--- src/rtl/pipelined_addsub.sv ---
// pipelined_addsub: STAGES-deep add/subtract with a segmented carry chain, valid/ready
// handshake with full backpressure, optional signed saturation and carry/overflow/zero flags.
module pipelined_addsub #(
    parameter int WIDTH    = 32,
    parameter int STAGES   = 4,
    parameter int SATURATE = 0
) (
    input  logic             clk,
    input  logic             rst_n,
    input  logic             in_valid,
    output logic             in_ready,
    input  logic [WIDTH-1:0] op1,
    input  logic [WIDTH-1:0] op2,
    input  logic             sub,
    output logic             out_valid,
    input  logic             out_ready,
    output logic [WIDTH-1:0] result,
    output logic             carry,
    output logic             overflow,
    output logic             zero
);
    localparam int SEG = WIDTH / STAGES;
    localparam int L   = STAGES - 1;
    logic             en;
    logic [WIDTH-1:0] a_q [STAGES];
    logic [WIDTH-1:0] b_q [STAGES];
    logic [WIDTH-1:0] s_q [STAGES];
    logic             c_q [STAGES];
    logic             v_q [STAGES];
    logic [WIDTH-1:0] a_i [STAGES];
    logic [WIDTH-1:0] b_i [STAGES];
    logic [WIDTH-1:0] s_i [STAGES];
    logic [WIDTH-1:0] s_n [STAGES];
    logic             c_i [STAGES];
    logic             c_n [STAGES];
    logic             v_i [STAGES];
    logic [WIDTH-1:0] sum_f;
    logic [WIDTH-1:0] res_f;
    logic             ovf_f;
    assign en       = !(out_valid && !out_ready);
    assign in_ready = en;
    for (genvar k = 0; k < STAGES; k++) begin : g_stage
        logic [SEG:0] t;
        if (k == 0) begin : g_first
            assign a_i[k] = op1;
            assign b_i[k] = sub ? ~op2 : op2;
            assign s_i[k] = '0;
            assign c_i[k] = sub;
            assign v_i[k] = in_valid;
        end else begin : g_next
            assign a_i[k] = a_q[k-1];
            assign b_i[k] = b_q[k-1];
            assign s_i[k] = s_q[k-1];
            assign c_i[k] = c_q[k-1];
            assign v_i[k] = v_q[k-1];
        end
        // Unsummed sum bits are still zero, so the new segment is simply OR-ed in.
        assign t      = {1'b0, a_i[k][k*SEG +: SEG]} + {1'b0, b_i[k][k*SEG +: SEG]} + (SEG+1)'(c_i[k]);
        assign s_n[k] = s_i[k] | (WIDTH'(t[SEG-1:0]) << (k * SEG));
        assign c_n[k] = t[SEG];
    end
    assign sum_f = s_n[L];
    assign ovf_f = (a_i[L][WIDTH-1] == b_i[L][WIDTH-1]) && (sum_f[WIDTH-1] != a_i[L][WIDTH-1]);
    assign res_f = (SATURATE != 0 && ovf_f)
                 ? (a_i[L][WIDTH-1] ? {1'b1, {(WIDTH-1){1'b0}}} : {1'b0, {(WIDTH-1){1'b1}}})
                 : sum_f;
    // The last segment writes straight into the output registers, giving latency STAGES.
    always_ff @(posedge clk or negedge rst_n) begin
        if (!rst_n) begin
            for (int k = 0; k < L; k++) begin
                v_q[k] <= 1'b0;
                c_q[k] <= 1'b0;
                a_q[k] <= '0;
                b_q[k] <= '0;
                s_q[k] <= '0;
            end
            out_valid <= 1'b0;
            result    <= '0;
            carry     <= 1'b0;
            overflow  <= 1'b0;
            zero      <= 1'b0;
        end else if (en) begin
            for (int k = 0; k < L; k++) begin
                v_q[k] <= v_i[k];
                c_q[k] <= c_n[k];
                a_q[k] <= a_i[k];
                b_q[k] <= b_i[k];
                s_q[k] <= s_n[k];
            end
            out_valid <= v_i[L];
            result    <= res_f;
            carry     <= c_n[L];
            overflow  <= ovf_f;
            zero      <= (res_f == '0);
        end
    end
endmodule

--- config.mk ---
export PLATFORM = sky130hd
export DESIGN_NAME = pipelined_addsub
export DESIGN_NICKNAME = d
export VERILOG_FILES = /design/src/rtl/pipelined_addsub.sv
export SDC_FILE = /design/constraint.sdc
export NUM_CORES = 1
export LEC_CHECK = 0
export ABC_CLOCK_PERIOD_IN_PS = 2750
export CAP_MARGIN = 20
export CORE_UTILIZATION = 55
export CTS_BUF_LIST = sky130_fd_sc_hd__clkbuf_2
export DETAILED_ROUTE_END_ITERATION = 16
export GPL_ROUTABILITY_DRIVEN = 0
export GPL_TIMING_DRIVEN = 0
export PLACE_DENSITY = 0.89
export SLEW_MARGIN = 25
export SYNTH_ARGS = -nofsm -noshare
export SYNTH_HDL_FRONTEND = slang
export SYNTH_SLANG_ARGS = --single-unit
--- constraint.sdc ---
create_clock -name clk -period 2.75 [get_ports clk]
set_input_delay 0.55 -clock clk [delete_from_list [all_inputs] [get_ports clk]]
set_output_delay 0.55 -clock clk [all_outputs]
set_load 0.05 [all_outputs]
======== Yosys cells after proc, flatten, opt, wreduce, memory -nomap -nowiden ========
Cells that the tools add are included.
word-level totals
  flip-flop bits (word level) ............. 306
  input bits .............................. 69
  word-level logic and storage cells ...... 40
cells by class
  eq/ne operators ......................... 2
  add/subtract/negate cells ............... 8
  reduce and logical (&&, ||, !) cells .... 5
  bitwise operators ....................... 4
  mux-type cells .......................... 1
operators by type and width
  cell                 number
  $add A8 B8 Y9        4
  $add A9 B1 Y9        4
  $logic_not A32 Y1    1
  $mux W32             1
  $not A32 Y32         1
  $or A32 B24 Y32      1
  $or A32 B32 Y32      1
  $or A8 B16 Y16       1
  $logic_and A1 B1 Y1  2
  $logic_not A1 Y1     2
  $eq A1 B1 Y1         1
  $ne A1 B1 Y1         1

======== Depth between registers and ports, before layout ========
  depth after elaboration ................. 5
  depth in mapped cells ................... 10

======== Worst setup path after synthesis ========
Ideal clock, no wire load.
  kind .................................... input to register
  start point ............................. input port sub
  end point ............................... register c_q (netlist bit c_i[2])
  setup time .............................. 0.138 ns
  setup slack ............................. 0.207 ns
  required time ........................... 2.612 ns
  stages on the path ...................... 10
  arrival ................................. 2.405 ns
  cell sequence ........................... clkbuf_1 -> buf_2 -> xor2_1 -> fa_1 -> a21o_1 -> a21oi_1 -> o21ai_0 -> and3b_1 -> o21ai_0 -> a31oi_1
between the ends
  cells in the longest elaborated chain, start to end .. 3
ends and longest elaborated chain
  item                             RTL line  RTL
  from (decl)                      14        input logic sub,
  $mux W32                         46        assign b_i[k] = sub ? ~op2 : op2;
  $add A8 B8 Y9                    58        assign t = {1'b0, a_i[k][k*SEG +: SEG]} + {1'b0, b_i[k][k*SEG +: SEG]} + (SEG+1)'(c_i[k]);
  $add A9 B1 Y9 (*)                58
  to (signal, indexed assignment)  85        c_q[k] <= c_n[k];
  to (decl)                        28        logic c_q [STAGES];
Mark *: on every way between the ends. The rest lies on a longest branch, timed or not.
A chain may end at the register's enable or synchronous reset.

======== Worst setup path after layout ========
  start point ............................. register carry
  end point ............................... output port carry
RTL lines
  item                    RTL line  RTL
  from (decl)             18        output logic carry,
  from (signal assigned)  92        carry <= c_n[L];
No word-level cell between the ends.

==> metrics.md <==
| Metric | Value |
|---|---|
| Status | finished with violations |
| Failing checks | DRC |
| Largest fanout on the critical path | 2 |
| Initial antenna violation count | 1 |
| Async SR Flop Fraction | 1.00 |
| FF+latch count, synth | 186 |
| Crit path kind | reg -> out |
| Slowest cell on the critical path | clkdlybuf4s50_1 |
| Crit. path cell count | 1 |
| Syn-to-layout area delta | 18.9% |
| Syn Nets | 1029 |
| Mapped Cells | 925 |
| Max-slew headroom | 0.589 |
| TritonCTS Buffers | 17 |
| DP Area | 9730 um^2 |
| Core area | 14700 um^2 |
| CTS tree | done |
| Die Ht | 126 um |
| Clk buf depth | 2 |
| Design area | 9990 um^2 |
| Final slew viol count | 0 |
| Worst Setup Start Kind | flip-flop |
| HP Class | in -> reg |
| Vias in the first global route | 6478 |
| Ys flop type | dfrtp_1 |
| Final core occ | 0.679 |
| Worst EP arrival | 2.10 ns |
| Worst Max-Slew Pin Slew | 0.617 ns |
| Layout cells sized above 1 | 0.0565 |
| DIE AREA | 15800 um^2 |
| VDD IR-drop max | 550 uV |
| Drt drc | 5 |
| Post-Syn Area | 8400 um^2 |
| Sequential area share after synthesis | 0.554 |
| CTS root buf | clkbuf_2 |
| Register clock-pin slew on the reported worst setup and hold paths | 0.26 ns |
| IO Pins | 106 |
| Setup tns final | 0 ns |
| Fillers | 1119 |
| Via count | 6755 |
| First-pass GRT wire length | 31500 um |
| Synth Area per Inst | 9.08 um^2 |
| Worst Path Buf+Inv | 1 |
| DRT iter0 DRCs | 574 |
| Setup Buffers After CTS | 0 |
| DRT Wirelength | 19200 um |
| Most common cell after layout, fill and taps aside | nand2_1 |
| Cells on Worst Hold Path | 3 |
| Rows | 44 |
| Worst r2r path cells | 8 |
| Post-DP HPWL | 14600 um |
| Antenna-violating nets left | 0 |
| Clk_skew | 0.0415 ns |
| CP cell instances | clkdlybuf4s50_1 |
| Final Hold Viols | 0 |
| Max_cap viols | 0 |
| Initial core utilization | 0.571 |
| Fmax | 0.377 GHz |
| Gr usage total | 0.258 |
| Yosys warnings | 0 |
| Synth top area cells | dfrtp_1, nand2_1, ha_1, xnor2_1, o21ai_0 |
| RSZ-0062 raised after global routing | no |
| Number of enable flip-flop cells after synthesis | 0 |
| Setup slack, reg-to-reg | 0.17 ns |
| Fin crit share | 0.964 |
| Setup-failing EPs final | 0 |
| Synth cell types | 38 |
| Chip Width | 126 um |
| Cell family with most CP delay | buffers and inverters |
| Crit-path max cell delay | 0.83 ns |
| Final instance count without filler cells | 1247 |
| Crit. End Element | output port |
| Port bufs | 104 |
| Largest net degree at the start of global routing | 98 |
| Cell Count Post-Placement | 1215 |
| Pre-Repair DR Iteration Count | 11 |
| Multi-input gate area | 3520 um^2 |
| Commonest non-fill, non-tap cells in the layout | nand2_1, dfrtp_1, clkdlybuf4s50_1 |
| H-tree depth | 4 |
| Clk Latency, worst-skew pair | 0.79 ns |
| Vias per cell | 5.42 |
| Final #Nets | 1153 |
| Lkg Pwr | 4.90 nW |
| Clock sink count | 186 |
| Area leader, netlist | dfrtp_1 |
| Worst EP required | 2.20 ns |
| FF/Latch Area | 4650 um^2 |
| Avg WL per Cell | 15.4 um |
| GR Overflow Total | 0 |
| Post-synth top area share | 0.554 |
| Fin crit period | 2.65 ns |
| PwrDens | 1170 nW/um^2 |
synthesized netlist by cell type (5+ instances only):
library cell	instances
a21oi_1	16
o31ai_1	9
nor3_1	11
o21a_1	6
nand2_1	431
fa_1	7
dfrtp_1	186
o21ai_0	47
o21bai_1	5
xnor2_1	36
inv_1	16
buf_2	13
xor2_1	11
nor2_1	28
ha_1	28
clkbuf_1	31
nor4_1	6
report_power, final:
group | internal (mW) | switching, mW | total, mW | leakage [nW]
Combinational | 2.09 | 3.49 | 5.58 | 2.52
Clock | 0.429 | 0.910 | 1.34 | 0.138
Sequential | 3.93 | 0.838 | 4.77 | 2.25
Total | 6.45 | 5.24 | 11.7 | 4.90
metal layers:
metal,global-route usage,share of wire,vias up
met5,0,0,-
met4,0.0990,0.025,0
met3,0.0501,0.061,43
met2,0.417,0.48,250
met1,0.346,0.43,3261
li1,-,-,3201
per-stage QoR:
step | setup slack, ns | power (mW) | hold WS [ns]
2_1_floorplan | 0.207 | 8.43 | 0.254
3_3_place_gp | -6.14 | 9.99 | 0.448
3_5_place_dp | -0.938 | 10.3 | 0.455
4_1_cts | 0.0694 | 11.6 | 0.249
5_1_grt | 0.0340 | 12.5 | 0.246
6_report | 0.100 | 11.7 | 0.272
logic make-up (layout without fill, tap and decap cells):
kind of cell | after synthesis | count (layout) | synth area share
and+or+nand+nor | 488 | 488 | 0.226
DFF | 186 | 186 | 0.554
AOI/OAI and AO/OA | 106 | 106 | 0.0791
buffers and inverters | 61 | 198 | 0.0292
xor gates and xnor gates | 48 | 48 | 0.0510
adders and majority gates | 35 | 35 | 0.0584
muxes | 1 | 1 | 0.00179
other | 0 | 1 | 0
repair_timing:
item / CTS / global route
pin swaps: 0 / 0
hold endpoints to repair: 96 / 0
resized for setup: 5 / 3
setup endpoints to repair: 1 / 2
hold buffers: 1 / 0
flip-flops by register name, indices dropped and copies added, names as in the netlist:
| name | flops |
|---|---|
| carry | 1 |
| zero | 1 |
| result | 32 |
| v_i | 3 |
| overflow | 1 |
| a_i | 48 |
| b_i | 48 |
| c_i | 3 |
| s_i | 48 |
| out_valid | 1 |
final timing paths:
path	start	to
setup / recovery	carry$_DFFE_PN0N_	carry
min in group asynchronous	rst_n	a_i[72]$_DFFE_PN0N_
hold reg to reg	b_i[89]$_DFFE_PN0N_	b_i[57]$_DFFE_PN0N_
setup reg to reg	a_i[24]$_DFFE_PN0N_	zero$_DFFE_PN0N_
max in group asynchronous	rst_n	result[11]$_DFFE_PN0N_
hold / removal	op1[30]	a_i[94]$_DFFE_PN0N_
final cells by class:
| cell class | count | share of cell area |
|---|---|---|
| antenna | 1 | 0.000251 |
| buffer | 42 | 0.0174 |
| clock buffer | 21 | 0.0105 |
| clock inverter | 11 | 0.0123 |
| inverter | 17 | 0.00664 |
| multi-input combinational | 678 | 0.352 |
| sequential | 186 | 0.466 |
| tap | 184 | 0.0231 |
| timing repair buffer | 107 | 0.111 |
worst min-delay path, cell delays in order:
cell and delay [ns]:
clkdlybuf4s50_1 0.40, nand2_1 0.06, nand2_1 0.05
Note: power is estimated with default switching activity, not from simulation.
